==> config.mk <==
export PLATFORM = sky130hd
export DESIGN_NAME = sa_ctrl_param
export DESIGN_NICKNAME = d
export VERILOG_FILES = /design/src/rtl/sa_pkg.sv /design/src/rtl/sa_skew_sel.sv /design/src/rtl/sa_ctrl_param.sv
export SDC_FILE = /design/constraint.sdc
export NUM_CORES = 1
export LEC_CHECK = 0
export CAP_MARGIN = 20
export CORE_MARGIN = 10
export CORE_UTILIZATION = 39
export CTS_CLUSTER_SIZE = 30
export DETAILED_ROUTE_END_ITERATION = 16
export PLACE_DENSITY = 0.88
export SLEW_MARGIN = 20
export SYNTH_ARGS = -nofsm -noshare
export SYNTH_HDL_FRONTEND = slang
export SYNTH_SLANG_ARGS = --single-unit
==> constraint.sdc <==
create_clock -name clk -period 3.6 [get_ports clk]
set_input_delay 0.72 -clock clk [delete_from_list [all_inputs] [get_ports clk]]
set_output_delay 0.72 -clock clk [all_outputs]
set_load 0.005 [all_outputs]
==> src/rtl/sa_pkg.sv <==
// sa_pkg: shared definitions for the parametrised systolic-array controller.
//   - sa_state_e     : controller phases (load operands, compute wavefront, drain output)
//   - sel_zero       : feed-select value that routes zero into a PE row/column (equals N)
//   - beats_per_acc  : output beats needed to serialise one accumulator
//   - weight_base    : first operand-memory address of the weight block W[i][k]
//   - input_base     : first operand-memory address of the input block X[k][j]
package sa_pkg;

    typedef enum logic [1:0] {
        StLoad,
        StCompute,
        StOutput
    } sa_state_e;

    function automatic int unsigned sel_zero(int unsigned n);
        return n;
    endfunction

    function automatic int unsigned beats_per_acc(int unsigned acc_w, int unsigned out_w);
        return acc_w / out_w;
    endfunction

    function automatic int unsigned weight_base();
        return 0;
    endfunction

    function automatic int unsigned input_base(int unsigned n);
        return n * n;
    endfunction

endpackage

==> src/rtl/sa_skew_sel.sv <==
// sa_skew_sel: combinational generator of the skewed feed selects.
// Field i is (t - i) while that value lies in 0..N-1, otherwise sel_zero(N).
// The rule is identical for rows (a_sel) and columns (b_sel), so one instance serves both.
// Ports:
//   active  in  1          high only during the compute wavefront; low forces all fields to zero-feed
//   t       in  T_W        wavefront step counter
//   sel     out N*SEL_W    packed select fields, field 0 in the LSBs
module sa_skew_sel
    import sa_pkg::*;
#(
    parameter int unsigned N     = 2,
    parameter int unsigned SEL_W = $clog2(N + 1),
    parameter int unsigned T_W   = 3
) (
    input  logic               active,
    input  logic [T_W-1:0]     t,
    output logic [N*SEL_W-1:0] sel
);

    int unsigned t_ext;
    assign t_ext = 32'(t);

    for (genvar i = 0; i < N; i++) begin : g_field
        logic in_window;
        assign in_window = active && (t_ext >= i) && (t_ext < i + N);
        assign sel[i*SEL_W +: SEL_W] = in_window ? SEL_W'(t_ext - i) : SEL_W'(sel_zero(N));
    end

endmodule

==> src/rtl/sa_ctrl_param.sv <==
// sa_ctrl_param: control unit for an N x N output-stationary systolic array.
// Loads 2*N*N operand bytes into the operand memory, runs a 3N-1 cycle skewed compute
// wavefront, then serialises the N*N accumulators (MSB slice first) over a valid/ready port.
// Build option: define OUT_HOLD_EN to snapshot the accumulators on entry to the output
// phase and let the next operand load overlap the output drain.
// Ports:
//   clk, rst_n            clock, asynchronous active-low reset
//   load_en               load enable; low during loading restarts the address at 0
//   in_valid / in_ready   operand byte handshake from the host
//   mem_addr / mem_we     operand memory write address / strobe
//   clear                 PE accumulators take the product instead of accumulating (t = 0)
//   a_sel / b_sel         per-row / per-column feed selects (value N = feed zero)
//   c_flat                accumulators, row-major, c[0][0] in the LSBs
//   data_out / out_valid / out_ready   serialised result beats
//   done                  one-cycle pulse after the last beat is taken
module sa_ctrl_param
    import sa_pkg::*;
#(
    parameter int unsigned N      = 2,
    parameter int unsigned ACC_W  = 16,
    parameter int unsigned OUT_W  = 8,
    parameter int unsigned SEL_W  = $clog2(N + 1),
    parameter int unsigned ADDR_W = $clog2(2 * N * N)
) (
    input  logic                 clk,
    input  logic                 rst_n,
    input  logic                 load_en,
    input  logic                 in_valid,
    output logic                 in_ready,
    output logic [ADDR_W-1:0]    mem_addr,
    output logic                 mem_we,
    output logic                 clear,
    output logic [N*SEL_W-1:0]   a_sel,
    output logic [N*SEL_W-1:0]   b_sel,
    input  logic [N*N*ACC_W-1:0] c_flat,
    output logic [OUT_W-1:0]     data_out,
    output logic                 out_valid,
    input  logic                 out_ready,
    output logic                 done
);

    localparam int unsigned BPA       = beats_per_acc(ACC_W, OUT_W);
    localparam int unsigned BEATS     = N * N * BPA;
    localparam int unsigned BEAT_W    = $clog2(BEATS);
    localparam int unsigned T_LAST    = 3 * N - 2;
    localparam int unsigned T_W       = $clog2(T_LAST + 1);
    localparam int unsigned LAST_ADDR = input_base(N) + N * N - 1;

    sa_state_e          state_q, state_d;
    logic [ADDR_W-1:0]  addr_q, addr_d;
    logic [T_W-1:0]     t_q, t_d;
    logic [BEAT_W-1:0]  beat_q, beat_d;
    logic               done_q, done_d;
    logic               load_phase;
    logic               load_complete;
    logic               load_done_q;
    logic               skew_active;
    logic [N*SEL_W-1:0] skew_sel;
    logic [N*N*ACC_W-1:0] out_src;

`ifdef OUT_HOLD_EN
    logic [N*N*ACC_W-1:0] snap_q;

    // Loading continues during the drain until a full operand set is held.
    assign load_phase = (state_q == StLoad) || (state_q == StOutput && !load_done_q);
    assign out_src    = snap_q;

    always_ff @(posedge clk or negedge rst_n) begin
        if (!rst_n) begin
            snap_q      <= '0;
            load_done_q <= 1'b0;
        end else begin
            if (state_q == StCompute && state_d == StOutput) begin
                snap_q <= c_flat;
            end
            if (state_q == StOutput && state_d == StCompute) begin
                load_done_q <= 1'b0;
            end else if (state_q == StOutput && load_complete) begin
                load_done_q <= 1'b1;
            end
        end
    end
`else
    assign load_phase  = (state_q == StLoad);
    assign load_done_q = 1'b0;
    assign out_src     = c_flat;
`endif

    sa_skew_sel #(
        .N     (N),
        .SEL_W (SEL_W),
        .T_W   (T_W)
    ) u_skew (
        .active (skew_active),
        .t      (t_q),
        .sel    (skew_sel)
    );

    assign a_sel = skew_sel;
    assign b_sel = skew_sel;

    // Beat b: accumulator b/BPA, slice BPA-1 - b%BPA (most significant slice first).
    logic [OUT_W-1:0] beat_arr [BEATS];
    for (genvar g = 0; g < BEATS; g++) begin : g_beat
        localparam int unsigned Off = (g / BPA) * ACC_W + (BPA - 1 - g % BPA) * OUT_W;
        assign beat_arr[g] = out_src[Off +: OUT_W];
    end

    always_comb begin
        state_d       = state_q;
        addr_d        = addr_q;
        t_d           = t_q;
        beat_d        = beat_q;
        done_d        = 1'b0;
        in_ready      = 1'b0;
        clear         = 1'b0;
        out_valid     = 1'b0;
        skew_active   = 1'b0;
        load_complete = 1'b0;

        if (load_phase) begin
            in_ready = load_en;
            if (!load_en) begin
                addr_d = ADDR_W'(weight_base());
            end else if (in_valid) begin
                if (addr_q == ADDR_W'(LAST_ADDR)) begin
                    addr_d        = ADDR_W'(weight_base());
                    load_complete = 1'b1;
                end else begin
                    addr_d = addr_q + ADDR_W'(1);
                end
            end
        end

        unique case (state_q)
            StLoad: begin
                if (load_complete) begin
                    state_d = StCompute;
                    t_d     = '0;
                end
            end
            StCompute: begin
                skew_active = 1'b1;
                clear       = (t_q == '0);
                if (t_q == T_W'(T_LAST)) begin
                    state_d = StOutput;
                    beat_d  = '0;
                end else begin
                    t_d = t_q + T_W'(1);
                end
            end
            StOutput: begin
                out_valid = 1'b1;
                if (out_ready) begin
                    if (beat_q == BEAT_W'(BEATS - 1)) begin
                        done_d  = 1'b1;
                        beat_d  = '0;
                        t_d     = '0;
                        state_d = (load_done_q || load_complete) ? StCompute : StLoad;
                    end else begin
                        beat_d = beat_q + BEAT_W'(1);
                    end
                end
            end
            default: state_d = StLoad;
        endcase
    end

    always_ff @(posedge clk or negedge rst_n) begin
        if (!rst_n) begin
            state_q <= StLoad;
            addr_q  <= '0;
            t_q     <= '0;
            beat_q  <= '0;
            done_q  <= 1'b0;
        end else begin
            state_q <= state_d;
            addr_q  <= addr_d;
            t_q     <= t_d;
            beat_q  <= beat_d;
            done_q  <= done_d;
        end
    end

    assign mem_addr = addr_q;
    assign mem_we   = in_valid & in_ready;
    assign done     = done_q;
    assign data_out = out_valid ? beat_arr[beat_q] : '0;

endmodule
==> flow_metrics.tcl, run 1 <==
set metrics [dict create \
    io_pins 93 \
    crit_required_ns 2.88 \
    clk_pin_slew_ns 0.07 \
    async_flop_share_pct 100.0 \
    synth_compound_area_share_pct 18.82 \
    report.final.slew_viol_count 0 \
    maxClockFrequency_mhz 341.8 \
    routed_wl_um 5168 \
    initial_core_util_pct 40.64 \
    antennaDiodeCount 0 \
    syn_avg_cell_area_sq_um 9.164 \
    mostFrequentLayoutCell "clkdlybuf4s50_1" \
    antenna_found_initial 0 \
    fin_nets 309 \
    grt_pass1_vias 1303 \
    status "complete, no violations" \
    crit_path_end_kind "output pin" \
    syn-num-nets 224 \
    dpl.hpwl_um 4315 \
    period_needed_ns 2.926 \
    cts_htree_levels 1 \
    layout_common_cells "clkdlybuf4s50_1 (92), mux2i_1 (34), a22oi_1 (16), dfrtp_1 (12), and3_1 (9)" \
    dp.cells 274 \
    cp.buffers_inverters 2 \
    final_cells 277 \
    max_slew_margin_pct 52.32 \
    power_density_nw_per_um2 509.0 \
    synthSimpleGateAreaFrac_pct 16.61 \
    min_path_type "flop to flop" \
    clock_path_buffers 2 \
    cpPeakStageDelay_ns 0.51 \
    drtIter0Drc 51 \
    drt.antenna.violating_nets 0 \
    critical_path.max_fanout 32 \
    fill_cells 290 \
    synth_seq_area_share_pct 22.14 \
    synth_area_leaders "mux2i_1 (25%), dfrtp_1 (22%), a22oi_1 (8.9%)" \
    yosys.area.top_type_share_pct 25.09 \
    port_buffers 92 \
    clk_latency_ns 0.27 \
    grt-ovfl-total 0 \
    synth-edff-count 0 \
    worst_pin_slew_ns 0.7138 \
    first_pass_iters 4 \
    via_count 1429 \
    synthFlopType "dfrtp_1" \
    cts_tree "yes" \
    post_drt_via_cell_ratio 5.159 \
    ys_seq_elements 12 \
    worstSetupStartpointType "flop" \
    critPathSlowestCell "clkdlybuf4s50_1" \
    synth_top_family_by_area "multiplexers" \
    holdWs_ns 0.5412 \
    drive_gt1_share_pct 3.030 \
    route.detailed.drc 0 \
    clock_skew_ns 0.004596 \
    vdd_drop_max_v 0.0003542 \
    setup_violations 0 \
    grt_pass1_wl_um 7514 \
    crit_type "flop to output pin" \
    rows 21 \
    post-route-period-util_pct 81.27 \
    grt_max_degree 33 \
    postSynthCellCount 148 \
    tns_ns 0 \
    ctsResizeCount 0 \
    cts_buffers 3 \
    die_area_sq_um 6236 \
    coreArea_sq_um 3337 \
    synth.distinct_cells 37 \
    muxShareOfSynthArea_pct 25.09 \
    cap_violations 0 \
    yosysWarnings 0 \
    worst_path_dominant_cell_family "buffers and inverters" \
    arrival_ns 2.21 \
    die-height_um 78.97 \
    cts-hold-fix-buffers 0 \
    power_leakage_nw 0.9258 \
    final_core_util_pct 67.38 \
    grt_usage_pct 14.97 \
    wl_per_cell_um 18.66 \
    cts_setup_buffers 0 \
    cts.sinks 12 \
    synth-xor-area-share_pct 0.6458 \
    gp_congestion 0.7756 \
    rsz0062_at_grt "no" \
    syn_area_sq_um 1356 \
    hold_viol_final 0 \
    yosysTopAreaCell "mux2i_1" \
    die_x_um 78.97 \
    synth_fa_ha_area_share_pct 6.458 \
    cts-root-buf "clkbuf_4" \
    area_growth_pct 65.78 \
    cp_cell_sequence "buf_4, mux2i_1, a22oi_1, and3_1, clkdlybuf4s50_1" \
]
## registers in the layout (all words and copies together), names as in the netlist
register	flops
beat_q	3
done	1
mem_addr	3
t_q	3
state_q	2
## through the flow
stage	setup WS [ns]	area (sq um)	power [W]
after CTS	0.7064	2248	0.001151
after global routing	0.5504	2248	0.001241
after global placement	0.7291	2226	0.001049
final	0.6744	2248	0.001144
after floorplan	1.656	1356	0.0007781
after detailed placement	0.7133	2226	0.001068
## cell families after synthesis
group	count (synthesis)
compound gates	34
xor+xnor	1
fa+ha+maj	7
buf+inv	19
flops	12
mux	34
simple gates	41
## final timing paths
kind / from / to / slack [ns] / cells after the start
max: beat_q[1] / data_out[3] / 0.67 / 5
min: beat_q[1] / beat_q[1] / 0.54 / 2
max reg2reg: beat_q[0] / t_q[2] / 2.01 / 5
min reg2reg: beat_q[1] / beat_q[1] / 0.54 / 2
max in group asynchronous: rst_n / beat_q[2] / 2.45 / 1
min in group asynchronous: rst_n / state_q[0] / 0.80 / 1
## synthesized netlist by cell type (2+ instances only)
master / count
nor3_1: 2
ha_1: 7
inv_1: 6
nor2b_1: 4
o21ai_1: 3
and3_1: 9
nand2_1: 6
o21ai_0: 2
nor2_1: 8
buf_4: 4
o22ai_1: 2
a31o_2: 2
buf_2: 2
dfrtp_1: 12
buf_6: 2
and2_1: 4
a22oi_1: 16
a22o_1: 3
mux2i_1: 34
buf_12: 2
clkbuf_2: 2
## layout make-up
class	instances	area, sq um	area share, %
clock buffers	3	22.52	1.002
inverters	6	22.52	1.002
repair buffers	93	928.4	41.29
flip-flops and latches	12	300.3	13.36
well taps	46	57.56	2.560
multi-input cells	117	917.1	40.79
## tightest hold or removal path, delay by kind of cell (launching register included)
| kind | cells | cell delay [ns] |
|---|---|---|
| buffers and inverters | 1 | 0.06 |
| flip-flops | 1 | 0.39 |
| multiplexers | 1 | 0.05 |
## where the power goes
part	leakage, nW	internal, W	switching (W)
combinational	0.759	0.000455	0.000357
clock	0.0138	0.0000386	0.0000414
sequential	0.153	0.000183	0.0000687
total	0.926	0.000677	0.000467
## per-layer routing
layer | share of wire [%] | track usage (%) | up-vias | wire length [um]
li1 | - | - | 720 | -
met1 | 43 | 18.81 | 636 | 2240
met2 | 45 | 23.65 | 71 | 2340
met3 | 11 | 6.419 | 2 | 577
met4 | 0.17 | 2.151 | 0 | 9
met5 | 0 | 0 | - | 0
Note: power is estimated with default switching activity, not from simulation.
==> inputs of run 2 (changes only) <==
--- a/config.mk
+++ b/config.mk
@@ -7,10 +7,10 @@
 export LEC_CHECK = 0
 export CAP_MARGIN = 20
 export CORE_MARGIN = 10
-export CORE_UTILIZATION = 39
+export CORE_UTILIZATION = 36
 export CTS_CLUSTER_SIZE = 30
 export DETAILED_ROUTE_END_ITERATION = 16
-export PLACE_DENSITY = 0.88
+export PLACE_DENSITY = 0.82
 export SLEW_MARGIN = 20
 export SYNTH_ARGS = -nofsm -noshare
 export SYNTH_HDL_FRONTEND = slang
==> constraint.sdc (replaced) <==
create_clock -name clk -period 2.9 [get_ports clk]
set_input_delay 0.58 -clock clk [delete_from_list [all_inputs] [get_ports clk]]
set_output_delay 0.58 -clock clk [all_outputs]
set_load 0.005 [all_outputs]
==> flow_metrics.tcl, run 2 (synthesis results as in run 1) <==
set metrics [dict create \
    post-route-period-util_pct 90.75 \
    period_needed_ns 2.632 \
    worstSetupStartpointType "flop" \
    vdd_drop_max_v 0.0003699 \
    power_leakage_nw 0.9694 \
    coreArea_sq_um 3661 \
    mostFrequentLayoutCell "clkdlybuf4s50_1" \
    crit_required_ns 2.32 \
    crit_type "flop to output pin" \
    grt_usage_pct 14.61 \
    holdWs_ns 0.5595 \
    via_count 1443 \
    rows 22 \
    cts_buffers 3 \
    cts_setup_buffers 0 \
    cts-hold-fix-buffers 0 \
    use_met2_pct 25.59 \
    drive_gt1_share_pct 5.485 \
    clock_path_buffers 2 \
    area_growth_pct 72.05 \
    drtIter0Drc 39 \
    grt_use_met1_pct 16.99 \
    cts_htree_levels 1 \
    top_usage_layer "met2" \
    power_density_nw_per_um2 665.8 \
    use_met3_pct 5.188 \
    worst_pin_slew_ns 0.5402 \
    grt-ovfl-total 0 \
    dpl.hpwl_um 4358 \
    clk_pin_slew_ns 0.06 \
    place_area_sq_um 2278 \
    maxClockFrequency_mhz 380.0 \
    hold_viol_final 0 \
    arrival_ns 2.05 \
    wl_per_cell_um 18.12 \
    ctsResizeCount 0 \
    route.detailed.drc 0 \
    setup_violations 0 \
    fill_cells 319 \
    critical_path.max_fanout 11 \
    grt_pass1_wl_um 7755 \
    status "complete, no violations" \
    tns_ns 0 \
    routed_wl_um 5164 \
    design_area_sq_um 2333 \
    gp_congestion 0.8754 \
    fin_nets 314 \
    rsz0062_at_grt "no" \
    antennaDiodeCount 0 \
    die_area_sq_um 6623 \
    die-height_um 81.38 \
    initial_core_util_pct 37.05 \
    clock_skew_ns 0.007588 \
    cts.sinks 12 \
    report.final.slew_viol_count 0 \
    cpPeakStageDelay_ns 0.52 \
    critPathSlowestCell "clkdlybuf4s50_1" \
    cts_tree "yes" \
    die_x_um 81.38 \
    cts-root-buf "clkbuf_8" \
    post_drt_via_cell_ratio 5.063 \
    max_slew_margin_pct 63.87 \
    min_path_type "flop to flop" \
    crit_path_end_kind "output pin" \
    layout_common_cells "clkdlybuf4s50_1 (92), mux2i_1 (34), a22oi_1 (16), dfrtp_1 (12), and3_1 (9)" \
    antenna_found_initial 0 \
    first_pass_iters 4 \
    drt.antenna.violating_nets 0 \
    clk_latency_ns 0.24 \
    cp_cell_sequence "nand2b_1, or3_1, nor2_1, clkdlybuf4s50_1" \
    grt_pass1_vias 1491 \
    cap_violations 0 \
    port_buffers 92 \
    grt_max_degree 27 \
    io_pins 93 \
]
==> run 2: cell count changes in the layout (fill, tap and decap cells not counted), sizes merged <==
cell and change:
buf +5, clkbuf +1
==> run 2: path summary, 6_finish.rpt <==
check                             from  cells past startpoint     endpoint  slack (ns)
max                         state_q[1]                      4     a_sel[0]        0.27
min                        mem_addr[1]                      1  mem_addr[1]        0.56
max reg2reg                  beat_q[1]                      6       t_q[2]        1.22
min reg2reg                mem_addr[1]                      1  mem_addr[1]        0.56
max in group asynchronous        rst_n                      1  mem_addr[0]        1.85
min in group asynchronous        rst_n                      1    beat_q[0]        0.69
==> run 2: stage by stage <==
stage	util, %	total power, W	std cells	setup slack [ns]
2_1_floorplan	-	0.0009659	148	1.096
3_3_place_gp	62.24	0.001361	281	0.3029
3_5_place_dp	62.24	0.001379	281	0.3060
4_1_cts	63.74	0.001569	285	0.2426
5_1_grt	63.74	0.001690	285	0.09408
6_report	63.74	0.001554	285	0.2683
==> run 2: final cells by class <==
cell class                      instances  area [sq um]  area share (%)
Multi-Input combinational cell        117         917.1           39.30
Inverter                                6         22.52          0.9651
Timing Repair Buffer                   98         978.4           41.93
Sequential cell                        12         300.3           12.87
Clock buffer                            4         55.05           2.359
Tap cell                               48         60.06           2.574
==> run 2: layer usage <==
layer  up-vias  share of wire [%]
met1       654                 42
li1        723                  -
met2        66                 48
met4         0                  0
met3         0                 11
met5         -                  0
==> run 2: report_power, final <==
part	leakage, nW	total (W)	switching (W)	internal [W]
clock network	0.0288	0.000184	0.0000639	0.000120
registers	0.153	0.000315	0.0000868	0.000228
logic	0.788	0.00106	0.000445	0.000610
total	0.969	0.00155	0.000596	0.000958
==> run 2: critical path, delay by kind of cell (launching register included) <==
kind	cells	cell delay [ns]
buffers and inverters	1	0.52
DFF	1	0.42
and+or+nand+nor	3	0.87
==> inputs of run 3 (changes only) <==
--- a/config.mk
+++ b/config.mk
@@ -10,8 +10,9 @@
 export CORE_UTILIZATION = 36
 export CTS_CLUSTER_SIZE = 30
 export DETAILED_ROUTE_END_ITERATION = 16
-export PLACE_DENSITY = 0.82
+export PLACE_DENSITY = 0.81
 export SLEW_MARGIN = 20
 export SYNTH_ARGS = -nofsm -noshare
 export SYNTH_HDL_FRONTEND = slang
+export SYNTH_HIERARCHICAL = 1
 export SYNTH_SLANG_ARGS = --single-unit
==> flow_metrics.tcl, run 3 <==
set metrics [dict create \
    setup_violations 0 \
    post-place-ws_ns 0.3332 \
    initial_core_util_pct 37.32 \
    post_drt_via_cell_ratio 5.125 \
    critPathSlowestCell "clkdlybuf4s50_1" \
    clock_skew_ns 0.003883 \
    maxClockFrequency_mhz 389.3 \
    cts_tree "yes" \
    highest_layer "met4" \
    syn-num-nets 220 \
    yosys.area.top_type_share_pct 23.44 \
    postLayoutSetupSlackWorst_ns 0.3315 \
    wl_met1_um 2329 \
    cts_buffers 3 \
    power_leakage_nw 1.005 \
    clock_path_buffers 2 \
    clk_pin_slew_ns 0.05 \
    crit_required_ns 2.32 \
    worst_pin_slew_ns 0.5460 \
    place_area_sq_um 2290 \
    min_path_type "flop to flop" \
    synth_area_leaders "mux2i_1 (23%), dfrtp_1 (22%), a22oi_1 (8.8%)" \
    rows 22 \
    syn_avg_cell_area_sq_um 9.488 \
    routed_wl_um 4898 \
    path_common_cell "clkdlybuf4s50_1" \
    register_area_sq_um 301.5 \
    dpl.hpwl_um 4172 \
    fin_nets 310 \
    antenna_found_initial 0 \
    rrSetupSlack_ns 1.16 \
    syn_area_sq_um 1366 \
    ys_seq_elements 12 \
    critical_path.max_fanout 1 \
    die_area_sq_um 6659 \
    grt_pass1_vias 1449 \
    synth_most_common_cell "mux2i_1" \
    crit_type "input pin to output pin" \
    layout_common_cells "clkdlybuf4s50_1 (92), mux2i_1 (32), a22oi_1 (16), dfrtp_1 (11), and3_1 (9)" \
    cpPeakStageDelay_ns 0.50 \
    first_pass_iters 4 \
    die-height_um 81.61 \
    power_density_nw_per_um2 680.5 \
    synth-edff-count 0 \
    io_pins 93 \
    area_growth_pct 71.61 \
    cts-root-buf "clkbuf_8" \
    drt.antenna.violating_nets 0 \
    period_needed_ns 2.569 \
    yosysWarnings 6 \
    synthFlopType "dfrtp_1" \
    wl_per_cell_um 17.43 \
    grt_usage_pct 13.81 \
    grt_pass1_wl_um 7341 \
    fill_cells 331 \
    ctsResizeCount 0 \
    routed-wl-met2_um 1946 \
    max_slew_margin_pct 63.48 \
    via_count 1440 \
    report.final.slew_viol_count 0 \
    cp_cell_sequence "clkdlybuf4s50_1, mux2i_1, a22oi_1, and3_1, clkdlybuf4s50_1" \
    drive_gt1_share_pct 8.155 \
    grt_max_degree 21 \
    cts-hold-fix-buffers 0 \
    route.detailed.drc 0 \
    yosysTopAreaCell "mux2i_1" \
    rsz0062_at_grt "no" \
    post-route-period-util_pct 88.57 \
    cap_violations 0 \
    port_buffers 92 \
    die_x_um 81.61 \
    synth_seq_area_share_pct 21.98 \
    finalPower_w 0.001596 \
    postSynthCellCount 144 \
    vdd_drop_max_v 0.0004478 \
    clk_latency_ns 0.24 \
    cts_setup_buffers 0 \
    wl_met3_um 576 \
    grt-ovfl-total 0 \
    multiInputGateArea_sq_um 938.4 \
    antennaDiodeCount 0 \
    async_flop_share_pct 100.0 \
    worstSetupStartpointType "input pin" \
    status "complete, no violations" \
    yosys-top-cells-count "mux2i_1 (32), a22oi_1 (16), dfrtp_1 (12), and3_1 (9), ha_1 (7)" \
    hold_viol_final 0 \
    drtIter0Drc 44 \
    gp_congestion 0.8555 \
    cts.sinks 12 \
    design_area_sq_um 2345 \
    cts_htree_levels 1 \
    coreArea_sq_um 3661 \
    mostFrequentLayoutCell "clkdlybuf4s50_1" \
    synth.distinct_cells 43 \
    arrival_ns 1.99 \
    tns_ns 0 \
    crit_path_end_kind "output pin" \
]
## run 3: cell types whose count changed after synthesis, sizes merged, moves of 2 or more
cell / before / now
a31o: 2 / 0
and2: 4 / 2
clkbuf: 3 / 1
mux2i: 34 / 32
nand2b: 1 / 4
nor2: 8 / 4
o2bb2ai: 2 / 0
o31ai: 0 / 2
## run 3: cells by family after synthesis
logic type / count (synthesis) / synth area share [%]
muxes: 33 / 24.27
and+or+nand+nor: 40 / 18.22
buffers and inverters: 17 / 9.340
adders and majority gates: 7 / 6.410
AOI/OAI and AO/OA: 34 / 19.14
DFF: 12 / 21.98
xor gates and xnor gates: 1 / 0.6411
## run 3: final timing paths
kind,from,end,cells after the start
max,c_flat[47],data_out[7],5
min,mem_addr[1],mem_addr[1],2
max reg2reg,beat_q[1],t_q[1],6
min reg2reg,mem_addr[1],mem_addr[1],2
max in group asynchronous,rst_n,beat_q[1],1
min in group asynchronous,rst_n,mem_addr[1],1
## run 3: final cells by class
type	count	share of cell area, %
repair buffers	97	41.41
flip-flops and latches	12	12.86
well taps	48	2.561
inverters	5	0.8004
multi-input cells	115	40.02
clock buffers	4	2.348
## run 3: power breakdown
group / internal (W) / switching (W) / total, W
clock: 0.000120 / 0.0000636 / 0.000184
sequential: 0.000232 / 0.0000847 / 0.000317
combinational: 0.000634 / 0.000461 / 0.00110
total: 0.000986 / 0.000610 / 0.00160
## run 3: metal layers
metal  global-route usage [%]  vias up
met5                        0        -
met4                    3.571        0
met3                    5.131        5
met2                    20.85       77
met1                    18.10      637
li1                         -      721
## run 3: critical path, delay by kind of cell
| kind | cells | cell delay [ns] |
|---|---|---|
| buffers and inverters | 2 | 0.97 |
| AND/OR/NAND/NOR | 1 | 0.17 |
| AO/OA/AOI/OAI | 1 | 0.20 |
| multiplexers | 1 | 0.07 |
## run 3: stage by stage
| step | utilization [%] | instances | hold WS, ns |
|---|---|---|---|
| final | 64.05 | 281 | 0.5633 |
| after global routing | 64.05 | 281 | 0.5949 |
| after CTS | 64.05 | 281 | 0.5728 |
| after detailed placement | 62.54 | 277 | 0.5584 |
| after global placement | 62.54 | 277 | 0.5426 |
| after floorplan | - | 144 | 0.2844 |
==> patch (settings of run 3) <==
Change the parameter `ACC_W` from 16 to 32.
--- a/src/rtl/sa_ctrl_param.sv
+++ b/src/rtl/sa_ctrl_param.sv
@@ -18,5 +18,5 @@
 #(
     parameter int unsigned N      = 2,
-    parameter int unsigned ACC_W  = 16,
+    parameter int unsigned ACC_W  = 32,
     parameter int unsigned OUT_W  = 8,
     parameter int unsigned SEL_W  = $clog2(N + 1),
Interface: changed (resized c_flat); port bits go from 93 to 157. No check against the original RTL was run, so the function may have changed too.
==> patch against run 3 <==
Synthesized area up 45%. Cell count up 57%. Power down 31%. Sequential share of layout area down 3.8 points. Cell area up 55%. Sequential cell count up 1. Wire length up 84%. Sequential power down 11%. Worst setup slack worse by 0.27 ns. Critical endpoint is now data_out[6].
==> patch: results <==
synthesis:
  synth.area.top_cells: "mux2i_1, dfrtp_1, a22oi_1"
  synth_commonest_cells: "mux2i_1, a22oi_1, nand2_1"
  netlist_instances: 221
  seq_area_frac_synth_pct: 16.4
  yosysUniqueCellTypes: 39
power_and_ir_drop:
  total_leakage_power_nw: 1.32
  swShare_pct: 34.8
  ir_worst_vdd_mv: 0.285
placed_design:
  dp_hpwl_um: 7490
  dp_slack_ns: 0.0408
  gp_congestion: 0.896
  io_buffers: 156
sta:
  whs_ns: 0.576
  relSlewSlack_pct: 54.9
  skew_ns: 0.00436
  period_share_pct: 98.0
setup_path:
  cp.arrival_ns: 2.26
  r2r_slack_ns: 0.87
grt:
  grt_usage_pct: 18.9
  grt_max_degree: 44
  grt_pass1_wl_um: 13500
  grt_pass1_vias: 2465
finish:
  drive_gt1_share_pct: 7.57
  stdcell_count: 440
  fin_nets: 510
drt:
  avgViaCountPerCell: 5.30
  wl_um: 9020
outcome:
  status: "completed"
patch: what timing repair did:
item	in CTS	in global routing
setup endpoints to repair	8	8
buffers inserted	1	0
resized for setup	3	3
cloned	0	1
patch: path summary, 6_finish.rpt:
path                                  start          end  cells after the start
worst max-delay path             c_flat[38]  data_out[6]                      6
worst min-delay path            mem_addr[1]  mem_addr[1]                      1
worst max register to register    beat_q[0]    beat_q[0]                      5
worst min register to register  mem_addr[1]  mem_addr[1]                      1
max in group asynchronous             rst_n    beat_q[0]                      1
min in group asynchronous             rst_n       t_q[2]                      1
patch: cell type report:
class	instances	area, sq um
Timing Repair Buffer	162	1650
Inverter	9	38.8
Clock buffer	4	45.0
Fill cell	438	1610
Tap cell	70	87.6
Sequential cell	13	329
Multi-Input combinational cell	182	1480
patch: kinds of logic (layout without fill, tap and decap cells):
group           after synthesis  count (layout)  share of synthesized area, %
simple gates                 62              62                          16.8
fa+ha+maj                     6               6                          3.79
mux                          58              58                          33.1
flops                        13              13                          16.4
compound gates               56              56                          20.6
buf+inv                      26             175                          9.28
patch: worst max-delay path, stage by stage:
cell             delay (ns)
clkdlybuf4s50_1        0.40
mux4_2                 0.49
nand2b_1               0.17
nand3_1                0.08
o21ai_1                0.06
clkdlybuf4s50_1        0.48
patch: power by group through the flow:
stage	Combinational (mW)	Sequential [mW]	Clock, mW
finish	0.661	0.282	0.161
global placement	0.635	0.283	0
floorplan	0.332	0.264	0
CTS	0.658	0.282	0.163
global route	0.726	0.292	0.175
detailed placement	0.649	0.287	0
patch: metal layers:
layer  part of all wire, %  track usage [%]
met4                  0.52             1.65
met1                    38             22.1
met2                    50             34.0
met5                     0                0
met3                    11             5.68
